$ cat config.mk
export PLATFORM = sky130hd
export DESIGN_NAME = seg_display_driver
export DESIGN_NICKNAME = d
export VERILOG_FILES = /design/src/rtl/seg_display_driver.sv
export SDC_FILE = /design/constraint.sdc
export NUM_CORES = 1
export LEC_CHECK = 0
export CORE_UTILIZATION = 30
export CTS_CLUSTER_SIZE = 10
export DETAILED_ROUTE_END_ITERATION = 8
export PLACE_DENSITY = 0.6
export SLEW_MARGIN = 20
export SYNTH_ARGS = -nofsm -noshare
export SYNTH_HDL_FRONTEND = slang
export SYNTH_SLANG_ARGS = --single-unit
$ cat constraint.sdc
create_clock -name Clk -period 3.62 [get_ports Clk]
set_input_delay 0.362 -clock Clk [delete_from_list [all_inputs] [get_ports Clk]]
set_output_delay 0.362 -clock Clk [all_outputs]
set_load 0.1 [all_outputs]
$ cat src/rtl/seg_display_driver.sv
// Purpose: snapshots low 16 bits of CPU PC / write-back once per frame and scans them as hex on an 8-digit common-anode display.
// Latency: registered outputs; en_out/out7 reflect digit index and snapshot one cycle after they change.
// Backpressure: none; free-running scan, hold=1 freezes the snapshot at frame boundaries only.
module seg_display_driver #(
    parameter int REFRESH_CYCLES = 100000
) (
    input  logic        Clk,
    input  logic        rst,
    input  logic [31:0] pc_value,
    input  logic [31:0] write_data,
    input  logic        hold,
    output logic [6:0]  out7,
    output logic [7:0]  en_out
);

    localparam int CNT_W = (REFRESH_CYCLES > 1) ? $clog2(REFRESH_CYCLES) : 1;
    localparam logic [CNT_W-1:0] CNT_MAX = CNT_W'(REFRESH_CYCLES - 1);

    logic [CNT_W-1:0] refresh_cnt_q, refresh_cnt_d;
    logic [2:0]       digit_idx_q, digit_idx_d;
    logic [15:0]      pc_snap_q, pc_snap_d;
    logic [15:0]      wd_snap_q, wd_snap_d;
    logic [6:0]       out7_q, out7_d;
    logic [7:0]       en_out_q, en_out_d;
    logic [3:0]       nibble;
    logic             cnt_wrap;

    // Upper halves of the CPU buses are deliberately not displayed.
    logic unused_upper;
    assign unused_upper = ^{pc_value[31:16], write_data[31:16]};

    // Active-low {g,f,e,d,c,b,a} hex font.
    function automatic logic [6:0] hex7seg(input logic [3:0] v);
        logic [6:0] s;
        case (v)
            4'h0: s = 7'h40;
            4'h1: s = 7'h79;
            4'h2: s = 7'h24;
            4'h3: s = 7'h30;
            4'h4: s = 7'h19;
            4'h5: s = 7'h12;
            4'h6: s = 7'h02;
            4'h7: s = 7'h78;
            4'h8: s = 7'h00;
            4'h9: s = 7'h10;
            4'hA: s = 7'h08;
            4'hB: s = 7'h03;
            4'hC: s = 7'h46;
            4'hD: s = 7'h21;
            4'hE: s = 7'h06;
            default: s = 7'h0E;
        endcase
        return s;
    endfunction

    // Next-state: dwell counter, digit advance, frame-boundary snapshot, output decode.
    always_comb begin
        refresh_cnt_d = refresh_cnt_q + CNT_W'(1);
        digit_idx_d   = digit_idx_q;
        pc_snap_d     = pc_snap_q;
        wd_snap_d     = wd_snap_q;
        cnt_wrap      = (refresh_cnt_q == CNT_MAX);

        if (cnt_wrap) begin
            refresh_cnt_d = '0;
            digit_idx_d   = digit_idx_q + 3'd1;
            // Load only when leaving digit 7 so a frame never mixes old and new values.
            if (digit_idx_q == 3'd7 && !hold) begin
                pc_snap_d = pc_value[15:0];
                wd_snap_d = write_data[15:0];
            end
        end

        case (digit_idx_q)
            3'd0:    nibble = wd_snap_q[3:0];
            3'd1:    nibble = wd_snap_q[7:4];
            3'd2:    nibble = wd_snap_q[11:8];
            3'd3:    nibble = wd_snap_q[15:12];
            3'd4:    nibble = pc_snap_q[3:0];
            3'd5:    nibble = pc_snap_q[7:4];
            3'd6:    nibble = pc_snap_q[11:8];
            default: nibble = pc_snap_q[15:12];
        endcase

        en_out_d = ~(8'b1 << digit_idx_q);
        out7_d   = hex7seg(nibble);
    end

    // State and output registers; reset blanks the display immediately.
    always_ff @(posedge Clk or negedge rst) begin
        if (!rst) begin
            refresh_cnt_q <= '0;
            digit_idx_q   <= 3'd0;
            pc_snap_q     <= 16'h0;
            wd_snap_q     <= 16'h0;
            out7_q        <= 7'h7F;
            en_out_q      <= 8'hFF;
        end else begin
            refresh_cnt_q <= refresh_cnt_d;
            digit_idx_q   <= digit_idx_d;
            pc_snap_q     <= pc_snap_d;
            wd_snap_q     <= wd_snap_d;
            out7_q        <= out7_d;
            en_out_q      <= en_out_d;
        end
    end

    assign out7   = out7_q;
    assign en_out = en_out_q;

endmodule
==> key figures <==
Outcome
  • Status: finished clean

Power
  • PwrDens: 357 nW/µm²
  • Peak VDD IR: approximately 0.18 mV
  • Pleak: 1.77 nW
  • Total power: approximately 0.0014 W

Route
  • Met2 Routed Length: 2920 µm
  • Highest metal used: met4
  • DR WL/cell: about 14 µm
  • Pre-antenna DRT Iters: 4
  • DRC Markers: 0
  • Routed WL: ~6000 µm
  • Drt first-iter violations: 71
  • Vias per cell: 4.44
  • Routed vias: just under 2,000
  • DRT antenna net count: 0
  • DR WL met3: between 150 and 200 µm
  • M1 wire length: 2860 µm

Timing
  • Final count of negative-setup-slack endpoints: 0
  • Post-Route Skew: ~0.012 ns
  • Clock period minus worst slack: around 2.7 ns
  • FMAX: approximately 370 MHz
  • Final Cycle Share: between 70% and 80%
  • Slew Limit Fails: 0
  • Worst Max-Slew Pin Slew: 0.966 ns
  • Relative slew slack: 35.4%
  • RSZ-0062 raised after global routing: no
  • Hold Fails Final Rpt: 0
  • Setup total negative slack: 0 ns

Clocking
  • CTS tree: built
  • Skew-Pair Late Insertion Delay: around 0.33 ns
  • Clock Tree Root: clkbuf_8
  • CTS clk-pin slew, worst paths: about 0.070 ns
  • Clock buffer count from CTS: 9
  • Clock sink total: 67
  • Post-CTS sizing: 0
  • H-tree depth: 3
  • Setup Fix Bufs, Post-CTS: 0
  • CTS max path bufs: 2
  • CTS Hold Bufs: 1

Global routing
  • First-pass GRT wire length: approximately 10,000 µm
  • Vias in the first global route: roughly 2,100
  • GRT Total Usage: 12.4%
  • Antenna violations before repair: 0
  • GRT overflow: 0
  • Largest net degree at the start of global routing: 48

Cells and area
  • Finished Layout Cells: 441
  • Area delta synth->final: 27.2%
  • Diode count: 0
  • Most frequent cells in the layout: dfrtp_1, clkdlybuf4s50_1, mux2_1
  • FILL cells: 968
  • Final Cell Area: about 4000 µm²
  • Layout cells sized above 1: 19.5%
  • Nets@finish: 383
  • Most common cell after layout, fill and taps aside: dfrtp_1

Yosys
  • Async SR Flop Fraction: 100%
  • Dominant synthesized flop cell: dfrtp_1
  • Mapped Avg Cell Area: 12.7 µm²
  • Post-synthesis net count: between 300 and 400
  • Sequential area share after synthesis: between 50% and 60%
  • Post-synthesis cell count: approximately 250
  • Netlist cell types: between 40 and 50
  • Top-area cell type share of the netlist area: 41.6%
  • Synth top area cells: dfrtp_1, dfstp_2, mux2_1, mux2_2, ha_1
  • Synthesis-stage register bit count: 67
  • Yosys top cell by area: dfrtp_1
  • Post-synthesis cell area: between 3000 and 4000 µm²
  • Ys Warns: 0
  • EDFF count, synth: 0

Critical path
  • Cell repeated most along the worst path: ha_1
  • Arr. time, crit path: about 3.0 ns
  • Worst Setup EP: out7[1]
  • Critical path fanouts, max: 8
  • WP data required: 3.88 ns
  • Endpoint class of the critical path: flip-flop
  • Reg2reg path depth: 10
  • RR Startpoint: digit_idx_q[0]
  • Worst Setup SP: digit_idx_q[0]
  • CP cell instances: ha_1 -> ha_1 -> or4_1 -> a41oi_1 -> buf_4 -> inv_1 -> ha_1 -> inv_1 -> mux2i_1 -> a32o_1
  • Worst reg-to-reg setup slack: about 0.9 ns
  • Critical R2R Capture: out7[1]
  • Slowest-stage cell, CP: or4_1
  • Max stage delay on crit path: between 0.6 and 0.7 ns
  • Setup CP Type: reg2reg
  • Startpoint types: flip-flop

Placed design
  • Post-DP HPWL: 4310 µm
  • Placement Cell Area: roughly 3800 µm²
  • RD Place Congestion: 0.769
  • Number of buffers added on ports: 49
  • Placed insts: between 400 and 500

Die
  • I/O pin total: a little over 80
  • Die extent in y: 104 µm
  • Core box area: between 9000 and 10,000 µm²
  • Initial Util: 31.4%
  • FP Rows: 36
  • Die area: about 11,000 µm²
  • Die span in x: between 100 and 150 µm

Job
  • Max Cap Violations: 0

Hold path
  • Min-Delay Startpoint: refresh_cnt_q[0]
  • Hold crit path type: reg2reg
routing by layer:
metal / vias up / track usage (%)
met3: 9 / 3.32
met4: 0 / 4.59
li1: 971 / -
met1: 943 / 15.2
met2: 33 / 21.0
met5: - / 0
stage by stage:
step / util (%) / hold WS (ns) / setup WS, ns
2_1_floorplan: - / 0.0664 / 0.972
3_3_place_gp: 37.8 / 0.355 / 0.886
3_5_place_dp: 37.8 / 0.355 / 0.872
4_1_cts: 40.0 / 0.488 / 0.852
5_1_grt: 40.0 / 0.503 / 0.694
6_report: 40.0 / 0.483 / 0.890
state kept, by name, indices dropped and copies added (netlist names):
register and cells:
refresh_cnt_q 17, digit_idx_q 3, wd_snap_q 16, pc_snap_q 16, out7 7, en_out 8
cell usage after synthesis (all sizes together) (2+ instances only):
library cell,number
nor2b,2
mux2i,8
ha,13
o2bb2ai,3
a22oi,3
a32o,2
buf,9
nand4,3
inv,12
clkbuf,2
dfstp,15
nor2,13
xor2,7
or2,2
a221oi,2
nand3,8
o22ai,2
nand2,16
xnor2,10
nor3,3
dfrtp,52
mux2,37
o21ai,2
where the power goes:
part | switching, W | internal (W)
sequential | 0 | 0.000749
combinational | 0.0000211 | 0.0000330
clock | 0.000264 | 0.000355
critical path: cells and delay by family (launching register included):
family          cells  cell delay [ns]
buf+inv             3             0.33
mux                 1             0.06
simple gates        1             0.65
fa+ha+maj           3             0.77
compound gates      2             0.45
flops               1             0.40
cells by family (layout without fill, tap and decap cells):
group | Yosys count | after routing | share of synthesized area, %
flops | 67 | 67 | 54.2
simple gates | 56 | 56 | 9.72
mux | 45 | 45 | 15.9
compound gates | 24 | 24 | 6.16
buf+inv | 24 | 86 | 4.12
xor+xnor | 17 | 17 | 4.76
fa+ha+maj | 13 | 13 | 5.20
final cells by class:
class	count	area, µm²	share of cell area (%)
clock buffers	12	155	3.90
clock inverters	4	48.8	1.23
inverters	13	48.8	1.23
multi-input cells	155	1310	32.8
flip-flops and latches	67	1700	42.6
well taps	133	166	4.18
repair buffers	57	561	14.1
worst min-delay path by stage:
| stage | endpoint | depth (start not counted) |
|---|---|---|
| floorplan | digit_idx_q[0] | 0 |
| global placement | refresh_cnt_q[9] | 1 |
| detailed placement | refresh_cnt_q[16] | 1 |
| CTS | refresh_cnt_q[0] | 1 |
| global route | refresh_cnt_q[0] | 1 |
| finish | refresh_cnt_q[0] | 1 |
No activity file was read; power rests on OpenSTA's default activity.
